===== src/rtl/store_buffer.sv =====
// Posted store buffer between the core data port and data memory: stores are
// queued in program order and drained over a valid/ready handshake.
// Optional STORE_BUFFER_COALESCE_EN merges a store into the youngest entry when the addresses match.
module store_buffer #(
    parameter int DEPTH = 4,
    parameter int AW    = 32,
    parameter int DW    = 32
) (
    input  logic                     clk,
    input  logic                     reset,
    input  logic                     memwrite,
    input  logic [AW-1:0]            dataadr,
    input  logic [DW-1:0]            writedata,
    output logic                     stall,
    output logic                     mem_valid,
    output logic [AW-1:0]            mem_addr,
    output logic [DW-1:0]            mem_wdata,
    input  logic                     mem_ready,
    output logic [$clog2(DEPTH):0]   occupancy,
    output logic                     empty
);

    localparam int PW = $clog2(DEPTH);
    localparam int CW = PW + 1;

    logic [AW-1:0] addr_mem [DEPTH];
    logic [DW-1:0] data_mem [DEPTH];

    logic [PW-1:0] head_reg;
    logic [PW-1:0] tail_reg;
    logic [CW-1:0] occ_reg;
    logic [CW-1:0] occ_next;
    logic [PW-1:0] last_idx;
    logic          full;
    logic          enq;
    logic          deq;
    logic          merge;

    assign last_idx  = tail_reg - 1'b1;
    assign full      = (occ_reg == CW'(DEPTH));
    assign mem_valid = (occ_reg != '0);
    assign deq       = mem_valid & mem_ready;

`ifdef STORE_BUFFER_COALESCE_EN
    // The youngest entry may be merged into unless it is also the head leaving this cycle.
    assign merge = memwrite && (occ_reg != '0) && (addr_mem[last_idx] == dataadr)
                   && !((occ_reg == CW'(1)) && deq);
`else
    assign merge = 1'b0;
`endif

    // A same-cycle dequeue does not make room for this cycle's store.
    assign stall = memwrite & full & ~merge;
    assign enq   = memwrite & ~full & ~merge;

    assign mem_addr  = mem_valid ? addr_mem[head_reg] : '0;
    assign mem_wdata = mem_valid ? data_mem[head_reg] : '0;
    assign occupancy = occ_reg;
    assign empty     = (occ_reg == '0);

    always_comb begin
        occ_next = occ_reg;
        case ({enq, deq})
            2'b10:   occ_next = occ_reg + 1'b1;
            2'b01:   occ_next = occ_reg - 1'b1;
            default: occ_next = occ_reg;
        endcase
    end

    always_ff @(posedge clk or posedge reset) begin
        if (reset) begin
            head_reg <= '0;
            tail_reg <= '0;
            occ_reg  <= '0;
        end else begin
            if (enq) begin
                tail_reg <= tail_reg + 1'b1;
            end
            if (deq) begin
                head_reg <= head_reg + 1'b1;
            end
            occ_reg <= occ_next;
        end
    end

    // Entry storage carries no reset; the outputs are masked while the buffer is empty.
    always_ff @(posedge clk) begin
        if (enq) begin
            addr_mem[tail_reg] <= dataadr;
            data_mem[tail_reg] <= writedata;
        end else if (merge) begin
            data_mem[last_idx] <= writedata;
        end
    end

endmodule


===== config.mk =====
export PLATFORM = sky130hd
export DESIGN_NAME = store_buffer
export DESIGN_NICKNAME = d
export VERILOG_FILES = /design/src/rtl/store_buffer.sv
export SDC_FILE = /design/constraint.sdc
export NUM_CORES = 1
export LEC_CHECK = 0
export BUFFER_PORTS_ARGS = -buffer_cell sky130_fd_sc_hd__buf_2
export CAP_MARGIN = 20
export CORE_ASPECT_RATIO = 0.9
export CORE_MARGIN = 8
export CORE_UTILIZATION = 55
export CTS_CLUSTER_DIAMETER = 50
export DETAILED_ROUTE_END_ITERATION = 7
export HOLD_SLACK_MARGIN = 0.03
export PLACE_DENSITY = 0.77
export SETUP_SLACK_MARGIN = 0.4
export SLEW_MARGIN = 20
export SYNTH_ARGS = -nofsm -noshare
export SYNTH_HDL_FRONTEND = slang
export SYNTH_SLANG_ARGS = --single-unit

===== constraint.sdc =====
create_clock -name clk -period 8.7 [get_ports clk]
set_input_delay 0.435 -clock clk [delete_from_list [all_inputs] [get_ports clk]]
set_output_delay 0.435 -clock clk [all_outputs]
set_load 0.005 [all_outputs]

==> results of run 1 <==
[routing by layer]
| metal | routed length (um) | track usage (%) | vias to the layer above | part of all wire (%) |
|---|---|---|---|---|
| li1 | - | - | 2094 | - |
| met1 | 7490 | 19.9 | 2406 | 40 |
| met2 | 9660 | 29.6 | 155 | 51 |
| met3 | 1260 | 3.64 | 29 | 6.7 |
| met4 | 397 | 5.11 | 0 | 2.1 |
| met5 | 0 | 0 | - | 0 |
[worst max-delay path: cells and delay by family (launching register included)]
kind | cells | cell delay (ns)
buffers and inverters | 2 | 0.78
DFF | 1 | 0.87
muxes | 1 | 0.59
and+or+nand+nor | 1 | 0.19
[metrics by stage]
step	setup slack [ns]	area, um^2	std cells
after floorplan	5.88	10100	445
after detailed placement	5.73	11000	807
final	5.31	11900	854
after global routing	5.04	11900	854
after global placement	5.73	11000	807
after CTS	5.17	11900	853
[kinds of logic after synthesis]
group | synth area share [%]
buffers and inverters | 1.60
XOR/XNOR | 0.521
multiplexers | 14.5
adder cells (fa/ha/maj) | 0.818
AND/OR/NAND/NOR | 4.58
AO/OA/AOI/OAI | 0.0744
flip-flops | 77.9
[layout make-up]
cell class,instances,area (um^2),area share [%]
diodes,1,2.50,0.0211
clock buffers,31,691,5.81
clock inverters,14,204,1.72
inverters,8,30.0,0.253
multi-input cells,153,2080,17.5
flip-flops and latches,263,7870,66.2
well taps,245,307,2.58
repair buffers,139,703,5.92
[layout by cell type (no fill, tap or decap), drive strengths merged]
cell type    instances
diode                1
inv                 10
xnor2                3
clkbuf              31
mux2i                1
nor2                 2
dfrtp                7
mux4                64
xor2                 3
nand3                1
a21boi               1
edfxtp             256
bufinv               5
dlygate4sd3          1
clkinv               7
and3                 1
buf                138
mux2                 1
and2                69
fa                   1
ha                   5
or3                  1
[worst min-delay path by stage]
stage                                     end           from  slack, ns
floorplan             head_reg[0]$_DFFE_PP0P_          reset       0.24
global placement      tail_reg[1]$_DFFE_PP0P_          reset       0.41
finish              data_mem[3][13]$_DFFE_PP_  writedata[13]       0.13
detailed placement   occupancy[1]$_DFFE_PP0P_          reset       0.43
CTS                 data_mem[2][13]$_DFFE_PP_  writedata[13]       0.11
global route        data_mem[1][14]$_DFFE_PP_  writedata[14]       0.11
[power groups by stage]
| stage | Combinational (mW) | Clock, mW | Sequential, mW |
|---|---|---|---|
| floorplan | 0.855 | 0 | 1.76 |
| global placement | 1.18 | 0 | 1.87 |
| detailed placement | 1.20 | 0 | 1.89 |
| CTS | 1.20 | 1.18 | 1.86 |
| global route | 1.27 | 1.23 | 1.89 |
| finish | 1.16 | 1.16 | 1.86 |
[synthesized netlist by cell type (all sizes together)]
master	n	area, um^2
a21boi	1	7.51
and2	69	432
and3	1	6.26
buf	13	101
clkbuf	8	30.0
dfrtp	7	175
edfxtp	256	7690
fa	1	20.0
ha	5	62.6
inv	8	30.0
mux2	1	11.3
mux2i	1	10.0
mux4	64	1440
nand3	1	5.00
nor2	2	7.51
or3	1	11.3
xnor2	3	26.3
xor2	3	26.3
[repair_timing]
item,CTS,global route
hold endpoints to repair,7,0
gates resized for setup,0,0
hold buffers,1,0
==> results.json, run 1 <==
{
  "grt_pass1_wl_um": 29400,
  "grt_usage_pct": 16.6,
  "hold_class": "input pin to flip-flop",
  "final_max_slew_viol_count": 0,
  "antenna_left": 0,
  "antenna_found_initial": 1,
  "first_pass_iters": 5,
  "worstSkewPairLatency_ns": 0.52,
  "ys_warn_count": 0,
  "reg2reg_from": "occupancy[0]$_DFFE_PP0P_",
  "place.detailed.hpwl_um": 10800,
  "cp-start-kind": "flip-flop",
  "p_clk_share_pct": 27.8,
  "dieHeight_um": 145,
  "seqPwrFrac_pct": 44.4,
  "r2r_end": "occupancy[2]$_DFFE_PP0P_",
  "holdWs_ns": 0.129,
  "p_int_mw": 3.03,
  "outcome": "completed",
  "tritoncts": "yes",
  "whs_path_depth": 1,
  "final_nets": 666,
  "htreeDepth": 1,
  "critical_path.slowest_cell": "dfrtp_4",
  "die_area_um2": 22900,
  "synth_area_per_cell_um2": 22.7,
  "num_vias": 4684,
  "finalHoldViolCount": 0,
  "start_util_pct": 55.5,
  "critical_path.max_stage_delay_ns": 0.87,
  "rows": 47,
  "critPathMaxFanout": 35,
  "ys_types": 20,
  "peakVddDrop_v": 0.000198,
  "cts_root_buf": "clkbuf_16",
  "area.growth.synth_to_final_pct": 17.8,
  "gp_congestion": 0.695,
  "endpoint_kind": "output pin",
  "cp_data_required_time_ns": 8.27,
  "drt-initial-drc-count": 358,
  "drt-total-wl_um": 18800,
  "cts_made_buffers": 27,
  "r2r_setup_slack_ns": 6.23,
  "slew_headroom_pct": 33.3,
  "cts_buffer_depth": 3,
  "worst_pin_slew_ns": 1.00,
  "seq_area_frac_synth_pct": 77.9,
  "crit_start": "head_reg[0]$_DFFE_PP0P_",
  "wl_per_cell_um": 22.0,
  "period_needed_ns": 3.39,
  "comb_power_share_pct": 27.8,
  "die_w_um": 159,
  "endpoint": "mem_addr[31]",
  "final_util_pct": 65.4,
  "worstSetupPathType": "flip-flop to output pin",
  "synthesis.area_um2": 10100,
  "cap_violations": 0,
  "swShare_pct": 27.5,
  "grt_setup_unrepaired": "false",
  "clock.fmax_ghz": 0.295,
  "drcViolationCount": 0,
  "reg2reg_depth": 8,
  "syn-num-nets": 519,
  "period_share_pct": 39.0,
  "total_power_mw": 4.18,
  "p_per_area_nw_per_um2": 352,
  "viasPerCell": 5.48,
  "layout-drive-gt1-share_pct": 41.0,
  "overflow": 0,
  "fillers": 1234,
  "finalSetupViolCount": 0,
  "fp.coreArea_um2": 18200,
  "grt_pass1_vias": 5304,
  "worstPathCellList": "buf_4, mux4_2, and2_1, buf_2",
  "syn_inst": 445,
  "cts.sinks": 263,
  "p_leak_nw": 4.15,
  "skew_ns": 0.00863,
  "io_pins": 138,
  "power_switching_mw": 1.15,
  "postCtsSetupBuffers": 0,
  "fin_tns_setup_ns": 0,
  "clk_pin_slew_ns": 0.06,
  "ys_ff_latch": 263,
  "critPathArrivalTime_ns": 2.95,
  "io_buffer_count": 137,
  "grt_max_degree": 69
}
Power figures use the tool's default switching activity.
==> run 2, diff against run 1 <==
- clock period: 8.7 -> 3.2 ns (I/O delays scaled with it)
==> results.json, run 2 (synthesized netlist as in run 1, its figures left out) <==
{
  "outcome": "completed",
  "endpoint_kind": "output pin",
  "cts_root_buf": "clkbuf_16",
  "multiInputGateArea_um2": 2080,
  "die_area_um2": 22900,
  "stdcell_area_um2": 12700,
  "start_util_pct": 55.5,
  "grt_pass1_wl_um": 30500,
  "grt_max_degree": 68,
  "post_cts_resized": 0,
  "clk_pin_slew_ns": 0.06,
  "final_nets": 743,
  "antenna_left": 0,
  "area.growth.synth_to_final_pct": 25.9,
  "drcViolationCount": 0,
  "critPathMaxFanout": 42,
  "p_leak_nw": 4.50,
  "tritoncts": "yes",
  "period_share_pct": 79.1,
  "clock.fmax_ghz": 0.395,
  "wl_per_cell_um": 20.9,
  "p_per_area_nw_per_um2": 910,
  "cts_made_buffers": 26,
  "ff_latch_area_um2": 7870,
  "layout_common_cells": "256 x edfxtp_1, 137 x buf_2, 66 x dlygate4sd3_1, 65 x and2_1, 64 x mux4_2",
  "die_w_um": 159,
  "num_vias": 4983,
  "fp.coreArea_um2": 18200,
  "drt-total-wl_um": 19500,
  "fin_ws_ns": 0.670,
  "fin_tns_setup_ns": 0,
  "dp.cells": 819,
  "cp-start-kind": "flip-flop",
  "grt_pass1_vias": 5543,
  "instances_no_fill": 933,
  "overflow": 0,
  "critPathArrivalTime_ns": 2.37,
  "final_common_cell": "edfxtp_1",
  "cts.sinks": 263,
  "worstSkewPairLatency_ns": 0.52,
  "period_needed_ns": 2.53,
  "finalHoldViolCount": 0,
  "n_antenna_cell": 0,
  "htreeDepth": 1,
  "cap_violations": 0,
  "grt_setup_unrepaired": "false",
  "antenna_found_initial": 1,
  "reg2reg_depth": 4,
  "slew_headroom_pct": 57.8,
  "viasPerCell": 5.34,
  "skew_ns": 0.00918,
  "dpl-instance-area_um2": 11100,
  "dieHeight_um": 145,
  "worstSetupPathType": "flip-flop to output pin",
  "io_pins": 138,
  "pre_cts_ws_ns": 0.878,
  "layout-drive-gt1-share_pct": 38.1,
  "peakVddDrop_v": 0.000848,
  "fillers": 1130,
  "final_max_slew_viol_count": 0,
  "first_pass_iters": 5,
  "hold_class": "input pin to async pin",
  "place.detailed.hpwl_um": 11700,
  "cts_buffer_depth": 3,
  "finalSetupViolCount": 0,
  "drt-initial-drc-count": 317,
  "total_power_mw": 11.6,
  "worst_pin_slew_ns": 0.633,
  "grt_usage_pct": 17.2,
  "rows": 47,
  "gp_congestion": 0.753,
  "cp_data_required_time_ns": 3.04,
  "io_buffer_count": 137
}
[run 2: cell types whose count changed in the layout (fill, tap and decap cells not counted), sizes merged]
cell,change
inv,-2
diode,-1
clkinv,+3
dlygate4sd3,+65
clkinvlp,+1
buf,+13
[run 2: final cells by class]
cell class | count | share of cell area, %
Tap cell | 245 | 2.41
Multi-Input combinational cell | 153 | 16.3
Clock buffer | 31 | 5.44
Clock inverter | 16 | 1.62
Sequential cell | 263 | 61.9
Timing Repair Buffer | 217 | 12.0
Inverter | 8 | 0.236
[run 2: through the flow]
stage | util [%] | hold WS, ns
final | 69.9 | 0.145
after global routing | 69.9 | 0.150
after CTS | 69.9 | 0.136
after detailed placement | 61.2 | 0.111
after global placement | 61.2 | 0.0983
after floorplan | - | -0.0366
[run 2: path summary, 6_finish.rpt]
path | startpoint | endpoint | slack (ns)
max in group asynchronous | reset | head_reg[0]$_DFFE_PP0P_ | 2.79
worst max register to register | occupancy[0]$_DFFE_PP0P_ | addr_mem[0][27]$_DFFE_PP_ | 0.91
worst min register to register | occupancy[2]$_DFFE_PP0P_ | occupancy[2]$_DFFE_PP0P_ | 0.53
min in group clk | memwrite | tail_reg[0]$_DFFE_PP0P_ | 0.15
worst min-delay path | reset | tail_reg[1]$_DFFE_PP0P_ | 0.15
worst max-delay path | head_reg[1]$_DFFE_PP0P_ | mem_wdata[13] | 0.67
[run 2: worst max-delay path: stages (launching register included)]
cell and delay (ns):
dfrtp_4 0.84, buf_4 0.36, mux4_2 0.34, and2_1 0.18, buf_2 0.13
[run 2: what timing repair did]
action / in CTS / in global routing
endpoints found under the setup margin: 12 / 0
buffers inserted: 1 / 0
hold endpoints to repair: 265 / 0
hold buffers: 66 / 0
[run 2: per-layer routing]
metal  wire length (um)  global-route usage [%]  vias up
li1                   -                       -     2253
met1               7600                    19.9     2539
met2              10300                    31.4      154
met3               1170                    3.98       35
met4                412                    5.21        2
met5                 11                       0        -
[run 2: power by group]
group          total (mW)  leakage [nW]  internal, mW  switching (mW)
Sequential           4.91          2.42          4.56           0.347
Clock                3.14         0.438          1.94            1.20
Combinational        3.52          1.64          1.91            1.61
==> run 3, diff against run 2 <==
- clock period: 3.2 -> 2.45 ns (I/O delays scaled with it)
==> results.json, run 3 (synthesized netlist as in run 1, its figures left out) <==
{
  "cp-start-kind": "flip-flop",
  "r2r_setup_slack_ns": 0.44,
  "fp.coreArea_um2": 18200,
  "drt-total-wl_um": 20800,
  "viasPerCell": 5.42,
  "drcViolationCount": 0,
  "cts_made_buffers": 27,
  "endpoint": "mem_wdata[1]",
  "hold_class": "input pin to async pin",
  "critical_path.max_stage_delay_ns": 0.51,
  "grt_pass1_wl_um": 31200,
  "drt-initial-drc-count": 274,
  "antenna_found_initial": 1,
  "first_pass_iters": 4,
  "cp_common_cell": "buf_12",
  "die_w_um": 159,
  "worstSkewPairLatency_ns": 0.52,
  "grt_setup_unrepaired": "true",
  "peakVddDrop_v": 0.000663,
  "htreeDepth": 1,
  "period_share_pct": 93.7,
  "num_vias": 5143,
  "wl_per_cell_um": 21.9,
  "grt_usage_pct": 17.5,
  "r2r_end": "occupancy[2]$_DFFE_PP0P_",
  "reg2reg_depth": 8,
  "final_common_cell": "edfxtp_1",
  "worstSetupPathType": "flip-flop to output pin",
  "rows": 47,
  "p_per_area_nw_per_um2": 1220,
  "cap_violations": 0,
  "tritoncts": "yes",
  "cts.sinks": 263,
  "final_nets": 761,
  "finalHoldViolCount": 0,
  "p_leak_nw": 4.72,
  "dieHeight_um": 145,
  "io_pins": 138,
  "grt_pass1_vias": 5717,
  "critPathMaxFanout": 6,
  "finalSetupViolCount": 0,
  "layout-drive-gt1-share_pct": 42.3,
  "antenna_left": 0,
  "cts_root_buf": "clkbuf_16",
  "period_needed_ns": 2.29,
  "outcome": "completed",
  "worst_pin_slew_ns": 0.296,
  "grt_max_degree": 68,
  "reg2reg_from": "occupancy[1]$_DFFE_PP0P_",
  "overflow": 0,
  "area.growth.synth_to_final_pct": 30.9,
  "cp_data_required_time_ns": 2.33,
  "die_area_um2": 22900,
  "gp_congestion": 0.720,
  "critPathArrivalTime_ns": 2.17,
  "cts_buffer_depth": 3,
  "io_buffer_count": 137,
  "endpoint_kind": "output pin",
  "n_antenna_cell": 0,
  "slew_headroom_pct": 80.2,
  "clk_pin_slew_ns": 0.06,
  "final_max_slew_viol_count": 0,
  "clock.fmax_ghz": 0.436,
  "crit_start": "head_reg[0]$_DFFE_PP0P_",
  "worstPathCellList": "buf_12, buf_12, buf_16, mux4_2, and2_1, buf_2",
  "start_util_pct": 55.5,
  "fin_tns_setup_ns": 0,
  "critical_path.slowest_cell": "dfrtp_4",
  "skew_ns": 0.0133,
  "holdWs_ns": 0.102,
  "layout_common_cells": "256 x edfxtp_1, 118 x buf_2, 66 x dlygate4sd3_1, 64 x mux4_2, 45 x and2_1"
}
-- run 3: cell count changes in the layout (fill, tap and decap cells not counted), moves of 3 or more --
cell / change
buf_4: -3
buf_16: +4
bufinv_16: -3
buf_6: +21
buf_2: -19
and2_4: +20
and2_1: -20
buf_12: +12
clkinv_2: -4
-- run 3: power breakdown --
| group | switching, mW | internal (mW) | total [mW] | leakage, nW |
|---|---|---|---|---|
| Combinational | 2.62 | 3.54 | 6.16 | 1.90 |
| Sequential | 0.263 | 5.96 | 6.22 | 2.42 |
| Clock | 1.57 | 2.23 | 3.80 | 0.396 |
-- run 3: worst max-delay path: cells and delay by family (launching register included) --
family | cells | cell delay, ns
buffers and inverters | 4 | 0.54
multiplexers | 1 | 0.43
flip-flops | 1 | 0.51
AND/OR/NAND/NOR | 1 | 0.17
-- run 3: how the worst min path moves through the flow --
stage | from | to | slack (ns) | cells after the start
after floorplan | reset | head_reg[0]$_DFFE_PP0P_ | -0.07 | 1
after global placement | reset | tail_reg[1]$_DFFE_PP0P_ | 0.09 | 2
after detailed placement | reset | tail_reg[1]$_DFFE_PP0P_ | 0.1 | 2
after CTS | reset | head_reg[0]$_DFFE_PP0P_ | 0.1 | 3
after global routing | reset | head_reg[1]$_DFFE_PP0P_ | 0.12 | 3
final | reset | occupancy[1]$_DFFE_PP0P_ | 0.10 | 3
-- run 3: final cells by class --
cell class                      count  area (um^2)
Timing Repair Buffer              234         2050
Clock inverter                     13          124
Sequential cell                   263         7870
Clock buffer                       33          698
Tap cell                          245          307
Fill cell                        1065         4960
Inverter                            8         30.0
Multi-Input combinational cell    153         2130
-- run 3: routing by layer --
metal	vias up	track usage, %	wire, um
met2	160	31.2	11100
met5	-	0	12
li1	2287	-	-
met1	2665	21.4	8220
met4	2	5.46	350
met3	29	3.56	1170
-- run 3: through the flow --
| stage | power (mW) | cells | util [%] | area (um^2) | worst slack (ns) |
|---|---|---|---|---|---|
| after floorplan | 9.24 | 445 | - | 10100 | 0.316 |
| after global placement | 11.1 | 820 | 61.6 | 11200 | 0.433 |
| after detailed placement | 11.2 | 820 | 61.6 | 11200 | 0.410 |
| after CTS | 15.8 | 944 | 71.5 | 13000 | 0.153 |
| after global routing | 17.0 | 949 | 72.7 | 13200 | 0.107 |
| final | 16.2 | 949 | 72.7 | 13200 | 0.155 |
-- run 3: what timing repair did --
item | in CTS | in global routing
gates cloned | 2 | 2
hold buffers | 66 | 0
endpoints found under the setup margin | 66 | 66
pin swaps | 0 | 2
setup buffers | 10 | 3
gates resized for setup | 19 | 36
hold endpoints to repair | 265 | 0
